## src/rtl/xor_seq_pkg.sv

```systemverilog
// Shared definitions for the XOR gate sweep sequencer: FSM states, vector count
// and the default hold time.
package xor_seq_pkg;

    typedef enum logic [1:0] {
        IDLE   = 2'd0,
        DRIVE  = 2'd1,
        SAMPLE = 2'd2,
        FIN    = 2'd3
    } state_t;

    localparam int NUM_VECTORS         = 4;
    localparam int DEFAULT_HOLD_CYCLES = 10;

endpackage

```

## src/rtl/xor_vector_seq_hold_timer.sv

```systemverilog
// Loadable down-counter with a zero flag; paces how long each vector is held.
module hold_timer #(
    parameter int CNT_W = 8
) (
    input  logic             clk,
    input  logic             rst_n,
    input  logic             load,
    input  logic             dec,
    input  logic [CNT_W-1:0] load_val,
    output logic             zero
);

    logic [CNT_W-1:0] cnt;

    always_ff @(posedge clk) begin
        if (!rst_n) begin
            cnt <= '0;
        end else if (load) begin
            cnt <= load_val;
        end else if (dec && (cnt != '0)) begin
            cnt <= cnt - CNT_W'(1);
        end
    end

    assign zero = (cnt == '0);

endmodule

```

## src/rtl/xor_vector_seq.sv

```systemverilog
// Sweeps the four 2-bit operand vectors through an external XOR gate and counts
// wrong answers. Optional first-failure capture is enabled by XOR_SEQ_FAIL_CAPTURE_EN.
module xor_vector_seq
    import xor_seq_pkg::*;
#(
    parameter int HOLD_CYCLES = DEFAULT_HOLD_CYCLES,
    parameter int CNT_W       = 8
) (
    input  logic       clk,
    input  logic       rst_n,
    input  logic       start,
    input  logic       a,
    output logic       x,
    output logic       y,
    output logic       busy,
    output logic       done,
    output logic       pass,
    output logic [2:0] err_count,
`ifdef XOR_SEQ_FAIL_CAPTURE_EN
    output logic       fail_valid,
    output logic [1:0] fail_vec,
`endif
    output logic [1:0] vec_idx
);

    localparam logic [CNT_W-1:0] RELOAD   = CNT_W'(HOLD_CYCLES - 1);
    localparam logic [1:0]       LAST_VEC = 2'(NUM_VECTORS - 1);
    localparam logic [2:0]       MAX_ERR  = 3'(NUM_VECTORS);

    state_t state, next_state;
    logic   start_acc;
    logic   mismatch;
    logic   tmr_load;
    logic   tmr_dec;
    logic   tmr_zero;

    // Start is honoured only when no sweep is running.
    assign start_acc = start && ((state == IDLE) || (state == FIN));
    assign mismatch  = (state == SAMPLE) && (a != (x ^ y));
    assign tmr_load  = start_acc || ((state == SAMPLE) && (vec_idx != LAST_VEC));
    assign tmr_dec   = (state == DRIVE);

    hold_timer #(
        .CNT_W(CNT_W)
    ) u_hold_timer (
        .clk     (clk),
        .rst_n   (rst_n),
        .load    (tmr_load),
        .dec     (tmr_dec),
        .load_val(RELOAD),
        .zero    (tmr_zero)
    );

    always_ff @(posedge clk) begin
        if (!rst_n) begin
            state <= IDLE;
        end else begin
            state <= next_state;
        end
    end

    always_comb begin
        next_state = state;
        unique case (state)
            IDLE:    if (start)    next_state = DRIVE;
            DRIVE:   if (tmr_zero) next_state = SAMPLE;
            SAMPLE:  next_state = (vec_idx == LAST_VEC) ? FIN : DRIVE;
            FIN:     if (start)    next_state = DRIVE;
            default: next_state = IDLE;
        endcase
    end

    always_comb begin
        busy = (state == DRIVE) || (state == SAMPLE);
        done = (state == FIN);
        pass = (state == FIN) && (err_count == '0);
    end

    // x/y change together with vec_idx, so they stay put through the SAMPLE cycle.
    always_ff @(posedge clk) begin
        if (!rst_n) begin
            vec_idx   <= '0;
            x         <= 1'b0;
            y         <= 1'b0;
            err_count <= '0;
        end else if (start_acc) begin
            vec_idx   <= '0;
            x         <= 1'b0;
            y         <= 1'b0;
            err_count <= '0;
        end else if (state == SAMPLE) begin
            if (mismatch && (err_count < MAX_ERR)) begin
                err_count <= err_count + 3'd1;
            end
            if (vec_idx != LAST_VEC) begin
                vec_idx <= vec_idx + 2'd1;
                x       <= (vec_idx + 2'd1) >> 1 != 2'd0;
                y       <= ~vec_idx[0];
            end
        end
    end

`ifdef XOR_SEQ_FAIL_CAPTURE_EN
    always_ff @(posedge clk) begin
        if (!rst_n || start_acc) begin
            fail_valid <= 1'b0;
            fail_vec   <= '0;
        end else if (mismatch && !fail_valid) begin
            fail_valid <= 1'b1;
            fail_vec   <= vec_idx;
        end
    end
`endif

endmodule

```

## config.mk

```make
export PLATFORM = sky130hd
export DESIGN_NAME = xor_vector_seq
export DESIGN_NICKNAME = d
export VERILOG_FILES = /design/src/rtl/xor_seq_pkg.sv /design/src/rtl/xor_vector_seq_hold_timer.sv /design/src/rtl/xor_vector_seq.sv
export SDC_FILE = /design/constraint.sdc
export NUM_CORES = 1
export LEC_CHECK = 0
export ABC_AREA = 1
export BUFFER_PORTS_ARGS = -buffer_cell sky130_fd_sc_hd__buf_4
export CORE_UTILIZATION = 45
export CTS_CLUSTER_DIAMETER = 60
export DETAILED_ROUTE_END_ITERATION = 10
export HOLD_SLACK_MARGIN = 0.12
export PLACE_DENSITY = 0.69
export SYNTH_ARGS = -nofsm -noshare
export SYNTH_HDL_FRONTEND = slang
export SYNTH_SLANG_ARGS = --single-unit
```

## constraint.sdc

```tcl
create_clock -name clk -period 1.4 [get_ports clk]
set_input_delay 0.28 -clock clk [delete_from_list [all_inputs] [get_ports clk]]
set_output_delay 0.28 -clock clk [all_outputs]
set_load 0.01 [all_outputs]
```

# After elaboration in Yosys (flattened, before gate mapping)
# Cells that the tools add are included.
# op_classes
addsub,3
magnitude_cmp,1
n_eq_ne,8
mux,6
bitwise_logic,3
reduce_logical,20
# op_table
cell,count
$logic_not 8->1,1
$mux 4,2
$reduce_bool 8->1,1
$sub 8x1->8 const B,1
$eq 2x2->1 const B,3
$logic_and 1x1->1,6
$mux 2,3
$pmux 2 s3,1
$reduce_and 2->1,3
$reduce_or 2->1,3
$ne 2x2->1 const B,2
$add 3x1->3 const B,1
$logic_not 3->1,1
$logic_or 1x1->1,3
$lt 3x3->1 const B,1
$add 2x1->2 const B,1
$eq 2x1->1 const B,1
$logic_not 2->1,1
$ne 2x1->1 const B,1
$not 1->1,2
$reduce_bool 2->1,1
$ne 1x1->1,1
$xor 1x1->1,1
# totals
ff_bits,17
input_bits,4
out_inout_bits,10

# Logic depth before layout (Yosys ltp)
# logic_depth
depth_word,5
mapped_depth,9
mapped_depth_nobuf,9

# Modules after synthesis
# A second synthesis with hierarchy kept.
# hier_totals
hier_cells,173
area_unflattened_um2,1078.5
# by_module_without_submodules
mod,instances,cells_each,area_each_um2,seq_area_each_um2
hold_timer,1,101,591.8,160.2
xor_vector_seq,1,72,486.7,140.1

# Worst setup path before layout
# OpenSTA, ideal clock, no wires.
# synth_path
path_kind,reg-to-reg
start,reg state[0]
end,reg vec_idx[0]
setup_ps,115
arrival_ps,1318
path_slack_ps,-33
path_stages_with_launch,7
path_buffers,0
synth_period_minus_slack_ps,1433
cell_sequence,dfxtp_1 inv_1 ha_1 inv_1 o21ai_0 a21oi_1 o21a_1
# synth_via
elab_chain_len,4
elab_cells_between_ends,7
# synth_lines
item,line,text
"start, declared",xor_vector_seq.sv:30,"state_t state, next_state;"
"start signal, assigned",xor_vector_seq.sv:58,state <= next_state;
$eq 2x2->1 / $logic_not 2->1 (equally long branches),xor_vector_seq.sv:38,assign start_acc = start && ((state == IDLE) || (state == FIN));
$logic_or 1x1->1,xor_vector_seq.sv:38,
$logic_and 1x1->1,xor_vector_seq.sv:38,
$reduce_or 2->1 (no source line),--,
"end signal, assigned",xor_vector_seq.sv:96,vec_idx <= vec_idx + 2'd1;
"end, declared",xor_vector_seq.sv:23,output logic [1:0] vec_idx
# Several ways; a longest one is shown, not always the timed one.
# A chain may end at the register's enable or synchronous reset.

# Final worst setup path
# layout_path
start,reg state[0]
end,out pass
# layout_via
elab_chain_len,2
# layout_lines
item,line,text
$eq 2x2->1,xor_vector_seq.sv:76,pass = (state == FIN) && (err_count == '0);
$logic_and 1x1->1,xor_vector_seq.sv:76,
"end, declared",xor_vector_seq.sv:17,"output logic pass,"
# Every way passes these cells.

==> out/qor.yml <==
pwr:
  vdd_drop_max_mv: 1.26
  power.sequential.fraction_pct: 25.3
  design_power_total_uw: 2600
  switching_power_uw: 1180
  power_density_nw_per_um2: 2150
  power.leakage_uw: 0.000557
  comb_power_share_pct: 64.8
  internal_power_summed_over_all_cells_uw: 1420
  netSwitchingFraction_pct: 45.5
  pwr-share-clk_pct: 9.9
floorplan:
  pin_count: 14
  core_area_um2: 1960
  floorplan.die_area_um2: 2290
  dieHeight_um: 47.8
  rows: 16
  initial_core_utilization_pct: 48.2
  dieWidth_um: 47.8
synth:
  ys_async_sr_fraction_pct: 0
  synth_top_cells_by_count: "nand2_1, inv_1, dfxtp_1, nor2_1, a21oi_1"
  ys.flop_type: "dfxtp_1"
  yosysMostFrequentCell: "nand2_1"
  ys_seq_area_share_pct: 31.7
  post_synth_num_cell_types: 21
  synth_top_area_share_pct: 31.7
  ys_ff_latch: 15
  syn_area_um2: 946
  number_of_synthesized_flops_with_an_enable_pin: 0
  yosysWarnings: 0
  synthesis.nets: 148
  synthDominantAreaCellType: "dfxtp_1"
  syn_inst: 135
  post_synth_main_area_contributors: "dfxtp_1, nand2_1, ha_1"
  synthesis.area_per_instance_um2: 7.01
sta:
  final_min_period_over_clock_period_pct: 101
  hold_violations: 0
  worst_clock_skew_ps: 9.81
  maxSlewHeadroom_pct: 83.7
  tightestPinTransition_ps: 245
  final_critical_path_setup_slack_ps: -17.1
  finalCriticalPeriod_ps: 1420
  holdWs_ps: 230
  setup_violations: 1
  rsz0062_at_grt: "yes"
  timing_max_transition_violations_final: 0
  achievable-frequency_ghz: 0.706
drt:
  drcViolationCount: 0
  drtPass1Iterations: 4
  vias: 851
  wl_per_cell_um: 9.84
  vias_per_cell: 4.60
  detail_route.wirelength_um: 1820
  drt_iter0_drc: 6
  detail_route_antenna_nets: 0
final_layout:
  finalNetCount: 172
  fillCellCount: 202
  final_cell_area_um2: 1210
  areaGrowthSynthToFinish_pct: 28.3
  final_layout_size_suffix_gt1_share_pct: 33.5
  antenna-diode-count: 0
worst_setup_path:
  ff2ff_setup_slack_ps: 100
  worst_ep_required_time_ps: 1120
  worstSetupStartpoint: "state[0]"
  worstReg2RegStart: "u_hold_timer.cnt[1]"
  critical_path.reg2reg.endpoint: "u_hold_timer.cnt[3]"
  setup.worst_path.class: "reg -> out"
  critical_path.endpoint: "pass"
  critical_path_arrival_ps: 1140
  worstRegToRegCells: 9
  worstSetupEndpointType: "output port"
  cp_max_fo: 3
  cp-start-kind: "flip-flop"
cts:
  tritoncts_clock_tree: "built"
  htree_num_levels: 1
  root_buffer: "clkbuf_4"
  clk_pin_slew_worst_paths_ps: 100
  sink_count_of_the_clock_tree: 15
  clock_latency_reported_for_the_late_side_of_the_worst_skew_pair_ps: 290
  cts_inserted_buffers: 3
  buffers_from_clock_root_to_sink_at_most: 2
run:
  maxCapViolations: 0
global_routing:
  globalRouteTotalUtil_pct: 17.6
  grt_overflow: 0
  grt_pass1_vias: 720
  antenna_found_initial: 0
  grt_pass1_wl_um: 2840
  grt_max_degree: 10
hold_path:
  hold_path_class: "in -> reg"
  whs_path_depth: 3
placed_design:
  gpl.final_weighted_congestion: 0.727
  place.detailed.hpwl_um: 1420
  placement.io_buffers: 13
  detailed_place.area_um2: 1120
status:
  violated_checks: "setup timing"
  run_status: "finished, violations left"
## kinds of logic after synthesis
family	Yosys count	share of synthesized area, %
simple gates	63	29.2
buf+inv	24	11.1
compound gates	20	12.3
flops	15	31.7
fa+ha+maj	9	11.9
xor+xnor	4	3.70
## critical path: stages, from the launching register on
cell,delay (ps)
dfxtp_2,330
buf_4,140
ha_4,150
nand2_1,50
nor2_1,40
buf_4,130
## worst min path at each step
stage	startpoint	to
after floorplan	rst_n	u_hold_timer.cnt[0]
after global placement	state[0]	state[0]
after detailed placement	state[0]	state[0]
after CTS	rst_n	u_hold_timer.cnt[0]
after global routing	rst_n	u_hold_timer.cnt[0]
final	rst_n	u_hold_timer.cnt[0]
## per-stage QoR
step	std cells	setup WS (ps)	TNS [ps]	utilization (%)
2_1_floorplan	135	21.1	0	-
5_1_grt	185	-74.4	-120	61.9
6_report	185	-17.1	-17.1	61.9
3_3_place_gp	179	-43.8	-183	56.9
4_1_cts	183	-31.6	-56.1	59.9
3_5_place_dp	179	-105	-487	56.9
## layer usage
metal  global-route usage, %  up-vias  routed length [um]
li1                        -      464                   -
met1                    23.9      365                 860
met2                    26.5       18                 872
met3                    3.02        4                  63
met4                    9.44        0                  25
met5                       0        -                   0
## cell usage in the layout, fill, tap and decap left out, types with 4 or more instances in the layout
| cell | netlist | final |
|---|---|---|
| a21oi_1 | 11 | 10 |
| buf_4 | 2 | 20 |
| dfxtp_1 | 15 | 9 |
| dfxtp_2 | 0 | 6 |
| ha_1 | 9 | 6 |
| inv_1 | 21 | 17 |
| nand2_1 | 34 | 33 |
| nand2_2 | 3 | 4 |
| nand3_1 | 8 | 8 |
| nor2_1 | 13 | 12 |
## flip-flops by register name, indices dropped and copies added, names as in the netlist
name / flops
u_hold_timer.cnt: 8
err_count: 3
state: 2
vec_idx: 1
x: 1
## layout make-up
cell class	count	area, um^2	area share (%)
clock buffer	3	22.5	1.86
tap	27	33.8	2.78
sequential	15	308	25.4
inverter	21	81.3	6.70
multi-input combinational	96	582	47.9
timing repair buffer	22	181	14.9
clock inverter	1	5.00	0.412
## power groups by stage
stage,Combinational [uW],Clock [uW],Sequential [uW]
2_1_floorplan,1100,0,629
3_3_place_gp,1500,0,629
3_5_place_dp,1520,0,637
4_1_cts,1590,266,642
5_1_grt,1890,284,674
6_report,1690,258,658
## what timing repair did
| item | in CTS | in global routing |
|---|---|---|
| buffers inserted | 0 | 2 |
| hold buffers | 0 | 0 |
| setup endpoints to repair | 8 | 10 |
| pin swaps | 1 | 3 |
| hold endpoints to repair | 0 | 0 |
| resized for setup | 8 | 12 |
(Power assumes the default switching activity.)
